==> src/rtl/x_wb_sched_pkg.sv <==
// Shared constants for the write-back scheduler: index width, data width,
// requester count and requester ids.
package x_wb_sched_pkg;

  localparam int REG_IDX_W = 5;
  localparam int N_REGS    = 1 << REG_IDX_W;
  localparam int XLEN_DEF  = 32;
  localparam int N_REQ_DEF = 3;

  localparam int REQ_ALU = 0;
  localparam int REQ_LSU = 1;
  localparam int REQ_VEC = 2;

  // Width of a pointer that selects one of n requesters (at least 1 bit).
  function automatic int ptr_w(input int n);
    return (n > 1) ? $clog2(n) : 1;
  endfunction

endpackage

==> src/rtl/x_wb_sched_rr_arbiter.sv <==
// Combinational round-robin arbiter: grants the first asserted request found
// scanning upward from ptr, wrapping at N.
module rr_arbiter
  import x_wb_sched_pkg::*;
#(
  parameter int N = N_REQ_DEF
) (
  input  logic [N-1:0]          req,
  input  logic [ptr_w(N)-1:0]   ptr,
  output logic [N-1:0]          gnt
);

  always_comb begin
    // NOTE: every output of a combinational block gets a default first, so no
    // path leaves it unassigned and no latch is inferred.
    logic found;
    int   idx;
    gnt   = '0;
    found = 1'b0;
    idx   = 0;
    for (int k = 0; k < N; k++) begin
      idx = (int'(ptr) + k) % N;
      if (!found && req[idx]) begin
        gnt[idx] = 1'b1;
        found    = 1'b1;
      end
    end
  end

endmodule

==> src/rtl/x_wb_sched.sv <==
// Write-back scheduler: round-robin arbitration of result writers into a
// single register-file write port, plus the issue-side pending scoreboard.
module x_wb_sched
  import x_wb_sched_pkg::*;
#(
  parameter int N_REQ = N_REQ_DEF,
  parameter int XLEN  = XLEN_DEF
) (
  input  logic                        clk,
  input  logic                        rst_n,
  input  logic [N_REQ-1:0]            req_valid,
  input  logic [REG_IDX_W*N_REQ-1:0]  req_rd,
  input  logic [XLEN*N_REQ-1:0]       req_data,
  output logic [N_REQ-1:0]            req_ready,
  input  logic                        iss_valid,
  input  logic [REG_IDX_W-1:0]        iss_rd,
  input  logic [REG_IDX_W-1:0]        iss_rs1,
  input  logic [REG_IDX_W-1:0]        iss_rs2,
  output logic                        iss_ready,
  output logic                        reg_w,
  output logic [REG_IDX_W-1:0]        rd,
  output logic [XLEN-1:0]             w_data,
  output logic                        wb_err
);

  localparam int PW = ptr_w(N_REQ);

  logic [PW-1:0]         rr_ptr_q, rr_ptr_d;
  logic                  reg_w_q, reg_w_d;
  logic [REG_IDX_W-1:0]  rd_q, rd_d;
  logic [XLEN-1:0]       w_data_q, w_data_d;
  logic [N_REGS-1:0]     pending_q, pending_d;
  logic                  wb_err_q, wb_err_d;

  logic [N_REQ-1:0]      gnt;
  logic                  grant_any;
  logic [PW-1:0]         g_idx;
  logic [REG_IDX_W-1:0]  g_rd;
  logic [XLEN-1:0]       g_data;
  logic                  hazard;

  rr_arbiter #(.N(N_REQ)) u_arb (
    .req (req_valid),
    .ptr (rr_ptr_q),
    .gnt (gnt)
  );

  assign req_ready = gnt;

  always_comb begin
    grant_any = 1'b0;
    g_idx     = '0;
    g_rd      = '0;
    g_data    = '0;
    for (int i = 0; i < N_REQ; i++) begin
      if (gnt[i]) begin
        grant_any = 1'b1;
        g_idx     = PW'(i);
        g_rd      = req_rd[REG_IDX_W*i +: REG_IDX_W];
        g_data    = req_data[XLEN*i +: XLEN];
      end
    end
  end

  // pending_q[0] is held at 0, so x0 operands never stall the issue stage.
  assign hazard    = pending_q[iss_rs1] | pending_q[iss_rs2] | pending_q[iss_rd];
  assign iss_ready = !hazard;

  always_comb begin
    rr_ptr_d = rr_ptr_q;
    if (grant_any)
      rr_ptr_d = (g_idx == PW'(N_REQ - 1)) ? '0 : g_idx + PW'(1);

    reg_w_d  = grant_any && (g_rd != '0);
    rd_d     = grant_any ? g_rd   : rd_q;
    w_data_d = grant_any ? g_data : w_data_q;

    // Clear before set: a same-edge issue to the register being written wins.
    pending_d = pending_q;
    if (reg_w_q)
      pending_d[rd_q] = 1'b0;
    if (iss_valid && iss_ready && (iss_rd != '0))
      pending_d[iss_rd] = 1'b1;
    pending_d[0] = 1'b0;

    wb_err_d = wb_err_q | (reg_w_q && !pending_q[rd_q]);
  end

  // NOTE: sequential state uses non-blocking assignments so every flop samples
  // its _d value from before the edge, independent of statement order.
  always_ff @(posedge clk or negedge rst_n) begin
    if (!rst_n) begin
      rr_ptr_q  <= '0;
      reg_w_q   <= 1'b0;
      rd_q      <= '0;
      w_data_q  <= '0;
      pending_q <= '0;
      wb_err_q  <= 1'b0;
    end else begin
      rr_ptr_q  <= rr_ptr_d;
      reg_w_q   <= reg_w_d;
      rd_q      <= rd_d;
      w_data_q  <= w_data_d;
      pending_q <= pending_d;
      wb_err_q  <= wb_err_d;
    end
  end

  assign reg_w  = reg_w_q;
  assign rd     = rd_q;
  assign w_data = w_data_q;
  assign wb_err = wb_err_q;

endmodule

==> config.mk <==
export PLATFORM = sky130hd
export DESIGN_NAME = x_wb_sched
export DESIGN_NICKNAME = d
export VERILOG_FILES = /design/src/rtl/x_wb_sched_pkg.sv /design/src/rtl/x_wb_sched_rr_arbiter.sv /design/src/rtl/x_wb_sched.sv
export SDC_FILE = /design/constraint.sdc
export NUM_CORES = 1
export LEC_CHECK = 0
export BUFFER_PORTS_ARGS = -buffer_cell sky130_fd_sc_hd__buf_4
export CORE_MARGIN = 5
export CORE_UTILIZATION = 50
export DETAILED_ROUTE_END_ITERATION = 12
export HOLD_SLACK_MARGIN = 0.15
export PLACE_DENSITY = 0.93
export REMOVE_ABC_BUFFERS = 1
export SKIP_LAST_GASP = 1
export SYNTH_ARGS = -nofsm -noshare
export SYNTH_HDL_FRONTEND = slang
export SYNTH_SLANG_ARGS = --single-unit
==> constraint.sdc <==
create_clock -name clk -period 3.25 [get_ports clk]
set_clock_uncertainty 0.2 [all_clocks]
set_input_delay 0 -clock clk [delete_from_list [all_inputs] [get_ports clk]]
set_output_delay 0 -clock clk [all_outputs]
set_load 0.1 [all_outputs]
Word-level counts from Yosys, hierarchy flattened
Index checks and enable logic that the tools add are counted.
{ "classes": {"n_reduce_logical": 17, "n_lt_le_gt_ge": 12, "bitwise_logic": 8, "eq_ne": 1, "muxes": 46, "div_mod_pow": 3, "n_addsub": 3} }
{ "op_table": {"columns": ["operator", "n"], "rows": [
  ["$mux 32", 5],
  ["$ge 32x1->1 const B", 3],
  ["$lt 32x4->1 const B", 3],
  ["$mod 32x3->32 const B", 2],
  ["$and 32x32->32", 1],
  ["$mod 3x3->32 const B", 1],
  ["$not 32->32", 1],
  ["$or 32x32->32", 1],
  ["$lt 5x6->1 const B", 4],
  ["$mux 1", 21],
  ["$bmux 1 s5", 4],
  ["$mux 5", 3],
  ["$logic_and 1x1->1", 11],
  ["$demux 1 s5", 2],
  ["$ge 5x1->1 const B", 2],
  ["$reduce_bool 5->1", 2],
  ["$mux 3", 3],
  ["$bmux 1 s2", 3],
  ["$demux 1 s2", 3],
  ["$or 3x3->3", 2],
  ["$logic_not 1->1", 4],
  ["$mux 2", 2],
  ["$add 2x1->3 const B", 1],
  ["$add 2x2->3 const B", 1],
  ["3 further kinds", 5]
]} }
{ "totals": {"regBits": 72} }

Depth between registers and ports, before layout
{ "depth": {"word_depth": 16, "mapped_depth": 11, "ltp_nobuf": 9} }

Cells and area by module
A second synthesis with hierarchy kept.
{ "hier_totals": {"cells_unflattened": 484, "hier_area_um2": 4803.4} }
{ "modules_own_cells": {"columns": ["mod", "seq_area_each_um2", "area_per_inst_um2", "cells_per_inst", "n_inst"], "rows": [
  ["x_wb_sched", 1801.7, 4538.1, 449, 1],
  ["rr_arbiter", 0.0, 265.3, 35, 1]
]} }

Worst setup path before layout
Ideal clock, no wire load.
{ "synth_path": {"kind": "register to register", "from": "register rr_ptr_q[0]", "to": "register w_data_q[20], in the netlist w_data[20]", "synth_period_minus_slack_ns": 3.426, "arrival_time_ns": 3.159, "stages_incl_launch_ff": 12, "slack_ns": -0.176, "setup_time_ns": 0.068, "n_path_buf": 2, "cell_sequence": "dfrtp_1 > inv_1 > ha_1 > nor2_1 > a311oi_1 > o31a_1 > inv_1 > clkbuf_1 > clkbuf_1 > nor3_1 > o21ai_0 > o221a_2"} }
{ "synth_between": {"word_cells_on_any_way": 46, "cone_classes": "2 x add/sub; 3 x div; 6 x order compare; 26 x mux; 2 x bitwise; 7 x reduce/logical"} }
{ "synth_rtl": {"columns": ["item", "line", "source"], "rows": [
  ["start, declared", "x_wb_sched.sv:28", "logic [PW-1:0] rr_ptr_q, rr_ptr_d;"],
  ["start signal, assigned", "x_wb_sched.sv:100", "rr_ptr_q <= rr_ptr_d;"],
  ["parallel branches: the longest is 10 deep, another holds $mod 32x3->32", null, null],
  ["$mux 3 (*)", "x_wb_sched_rr_arbiter.sv:23", "if (!found && req[idx]) begin"],
  ["via req_ready[1]", "x_wb_sched.sv:14", "output logic [N_REQ-1:0] req_ready,"],
  ["$mux 32 or $mux 1 (tied branches) (2 in series)", "x_wb_sched.sv:56", "if (gnt[i]) begin"],
  ["end signal, assigned", "x_wb_sched.sv:103", "w_data_q <= w_data_d;"],
  ["end, declared", "x_wb_sched.sv:31", "logic [XLEN-1:0] w_data_q, w_data_d;"]
]} }
Mark *: on every way through the listed nets, which the timed path passes. The select of a mux whose other input is x is not followed.
A chain may end at the register's enable or synchronous reset.

Worst setup path after layout
{ "layout_path": {"from": "register rr_ptr_q[0]", "to": "register w_data_q[11], in the netlist w_data[11]"} }
{ "layout_between": {"elab_chain_cells": 14, "word_cells_on_any_way": 46, "cone_classes": "2 x add/sub; 3 x div; 6 x order compare; 26 x mux; 2 x bitwise; 7 x reduce/logical"} }
{ "layout_rtl": {"columns": ["item", "line"], "rows": [
  ["parallel branches: the longest is 10 deep, another holds $mod 32x3->32", null],
  ["$mux 3 (*)", "x_wb_sched_rr_arbiter.sv:23"],
  ["$mux 32 or $mux 1 (tied branches) (3 in series)", "x_wb_sched.sv:56"]
]} }
Mark *: on every way between the ends. The select of a mux whose other input is x is not followed.

==> impl_metrics.py <==
metrics = {
    "drt": {
        "drtIter0Drc": 775,
        "vias": 6164,
        "wl_per_cell_um": 26.12,
        "dr.pass1.iters": 7,
        "ant_nets": 0,
        "routed_wl_um": 23170,
        "viasPerCell": 6.949,
        "drc": 0,
    },
    "clocking": {
        "cts_root_buf": "clkbuf_8",
        "cts_sinks": 72,
        "cts_buffer_depth": 2,
        "clk_latency_ps": 370,
        "path_clk_slew_ps": 100,
        "cts_inserted_buffers": 9,
        "tritoncts": "done",
        "htree_levels": 3,
    },
    "flow_run": {
        "drv_cap": 0,
    },
    "timing": {
        "setup_ws_ps": -180.1,
        "finalHoldViolations": 0,
        "min_period_ps": 3430,
        "max_freq_mhz": 291.5,
        "rsz0062_at_grt": "yes",
        "worstMarginPinSlew_ps": 1069,
        "setup_violations": 5,
        "slew_violations": 0,
        "fin_crit_sh": 1.055,
        "slew_headroom": 0.2847,
        "holdWs_ps": 196.5,
    },
    "logic_synthesis": {
        "synth_fa_ha_area_frac": 0.01060,
        "yosys_most_used_dff": "dfrtp_1",
        "yosys.area_share.simple": 0.1481,
        "synth_cell_types": 48,
        "synth-compound-area-share": 0.2411,
        "synth_xor_area_frac": 0,
        "synth_top_family_by_area": "compound AO/OA/AOI/OAI gates",
        "synth_mux_area_frac": 0.1765,
        "syn_inst": 472,
        "synth-edff-count": 0,
        "ys_ff_latch": 72,
        "async_flop_share": 1.000,
        "seq_area_frac_synth": 0.3816,
        "syn_area_mm2": 0.004722,
        "yosys_warnings": 0,
        "syn_area_per_cell_um2": 10.00,
    },
    "worst_setup_path": {
        "path_buf_inv": 3,
        "r2r-start": "rr_ptr_q[0]",
        "max_stage_delay_ps": 460,
        "path_delay_family": "compound AO/OA/AOI/OAI gates",
        "cp.arrival_ps": 3540,
        "crit_required_ps": 3360,
        "rrSetupSlack_ps": -180,
        "path_max_fanout": 32,
        "end_kind": "flip-flop",
        "crit_start": "rr_ptr_q[0]",
        "crit_chain": "inv_1 -> ha_2 -> mux2_2 -> and4_1 -> o41ai_4 -> buf_4 -> buf_6 -> nor3_1 -> o21ai_0 -> o221a_2",
        "cpMaxStageDelayCell": "o41ai_4",
        "critPathKind": "reg -> reg",
        "start_kind": "flip-flop",
    },
    "power_and_ir_drop": {
        "internal-power_mw": 3.908,
        "power_density_mw_per_mm2": 1205,
        "irDropWorstVdd_uv": 885.0,
        "p_switching_mw": 5.292,
        "swShare": 0.5752,
        "totalPowerFinal_mw": 9.200,
        "combPwrFrac": 0.697,
        "clkPwrFrac": 0.093,
        "leakagePower_nw": 3.252,
        "pwr-share-seq": 0.210,
    },
    "finish": {
        "final_common_cell": "buf_4",
        "drive_gt1_frac": 0.3770,
        "fillers": 434,
        "final_cell_mix": "buf_4, dlygate4sd3_1, o21ai_0",
        "area_growth_pct": 61.66,
        "nNetsFinal": 887,
        "ff_latch_area_mm2": 0.001802,
        "multi_input_area_mm2": 0.002793,
    },
    "grt": {
        "grt_max_degree": 65,
        "grt_usage": 0.3880,
        "grt_pass1_wl_um": 34490,
        "overflow": 0,
        "antenna_found_initial": 2,
        "grt_pass1_vias": 6205,
    },
    "placement": {
        "detailed_place_hpwl_um": 11430,
        "gp_congestion": 0.9386,
        "port_buffers": 174,
    },
    "floorplanning": {
        "num_rows": 35,
        "dieArea_mm2": 0.01149,
        "die-height_um": 107.2,
        "core_area_mm2": 0.009240,
        "io_pins": 175,
        "initial_core_util": 0.5110,
        "dieWidth_um": 107.2,
    },
    "hold_path": {
        "hold_class": "in -> reg",
        "min_from": "iss_valid",
    },
    "run_status": {
        "status": "finished, violations left",
        "violations": "setup timing",
    },
}
-- Yosys cell counts, types with 2 or more instances --
library cell	n	area, um^2
o221a_2	34	382.9
or3_1	2	12.51
o2bb2ai_1	2	17.52
o311ai_0	2	17.52
clkbuf_1	30	112.6
nand3b_1	8	60.06
nor2_1	43	161.4
or3b_2	6	52.55
a221o_1	2	20.02
dfrtp_1	72	1802
o21ai_0	97	485.5
o22ai_1	3	18.77
a21oi_1	4	20.02
buf_1	5	18.77
mux2_2	4	45.04
mux2i_1	9	90.09
nor3_1	34	170.2
inv_1	16	60.06
ha_1	4	50.05
mux4_2	31	698.2
a21o_1	3	22.52
and4_1	2	17.52
a31oi_1	3	18.77
nand2_1	11	41.29
nand2b_1	7	43.79
nor2b_1	6	37.54
nand3_1	9	45.04
and3_1	2	12.51
a221oi_1	2	17.52
-- power by group through the flow --
stage	registers, mW	clock network, mW	logic (mW)
final	1.93	0.858	6.41
after global placement	1.83	0	5.45
after floorplan	3.37	0	2.68
after global routing	1.97	0.876	6.60
after detailed placement	1.86	0	5.63
after CTS	1.85	0.826	5.77
-- final timing paths --
path	end	cells after the start
worst max-delay path	w_data[11]	10
worst min-delay path	pending_q[9]	5
worst max register to register	w_data[11]	10
worst min register to register	wb_err	1
max in group asynchronous	pending_q[27]	4
min in group asynchronous	w_data[19]	3
-- per-layer routing --
layer	GRT usage	wire, um	up-vias
li1	-	-	2384
met1	0.4619	7541	2882
met5	0	0	-
met2	0.6189	10420	701
met4	0.2356	1910	0
met3	0.1132	3299	197
-- what timing repair did --
item                       in CTS  in global routing
resized for setup               0                 11
setup endpoints to repair       0                 40
buffers inserted                0                  3
hold buffers                  120                  0
hold endpoints to repair      141                  0
-- sequential cells by signal, summed over array words and instances (netlist names) --
signal / cells
pending_q: 31
reg_w: 1
w_data: 32
wb_err: 1
rd: 5
rr_ptr_q: 2
-- stage by stage --
| stage | setup TNS (ps) | worst slack (ps) | area (um^2) | std cells | util |
|---|---|---|---|---|---|
| 2_1_floorplan | -182520 | -4516 | 4583 | 436 | - |
| 3_3_place_gp | 0 | 295.7 | 6117 | 745 | 0.6620 |
| 3_5_place_dp | 0 | 109.9 | 6117 | 745 | 0.6620 |
| 4_1_cts | 0 | 78.79 | 7548 | 881 | 0.8169 |
| 5_1_grt | -503.5 | -167.8 | 7634 | 887 | 0.8261 |
| 6_report | -313.6 | -180.1 | 7634 | 887 | 0.8261 |
-- kinds of logic (layout without fill, tap and decap cells) --
kind of cell / count (synthesis) / in the layout
and+or+nand+nor: 136 / 136
adders and majority gates: 4 / 4
buffers and inverters: 52 / 335
muxes: 44 / 44
AOI/OAI and AO/OA: 164 / 165
DFF: 72 / 72
other: 0 / 2
-- final cells by class --
| cell class | instances | share of cell area |
|---|---|---|
| Clock inverter | 5 | 0.01033 |
| Tap cell | 129 | 0.02114 |
| Sequential cell | 72 | 0.2360 |
| Multi-Input combinational cell | 349 | 0.3658 |
| Timing Repair Buffer | 303 | 0.3383 |
| Inverter | 16 | 0.007868 |
| Antenna cell | 2 | 0.0006556 |
| Clock buffer | 11 | 0.01983 |
-- worst min-delay path: stages --
cell	delay, ps
buf_4	130
nand2_1	60
nor2_1	40
nand3_1	340
o21ai_0	130
Note: power is estimated with default switching activity, not from simulation.
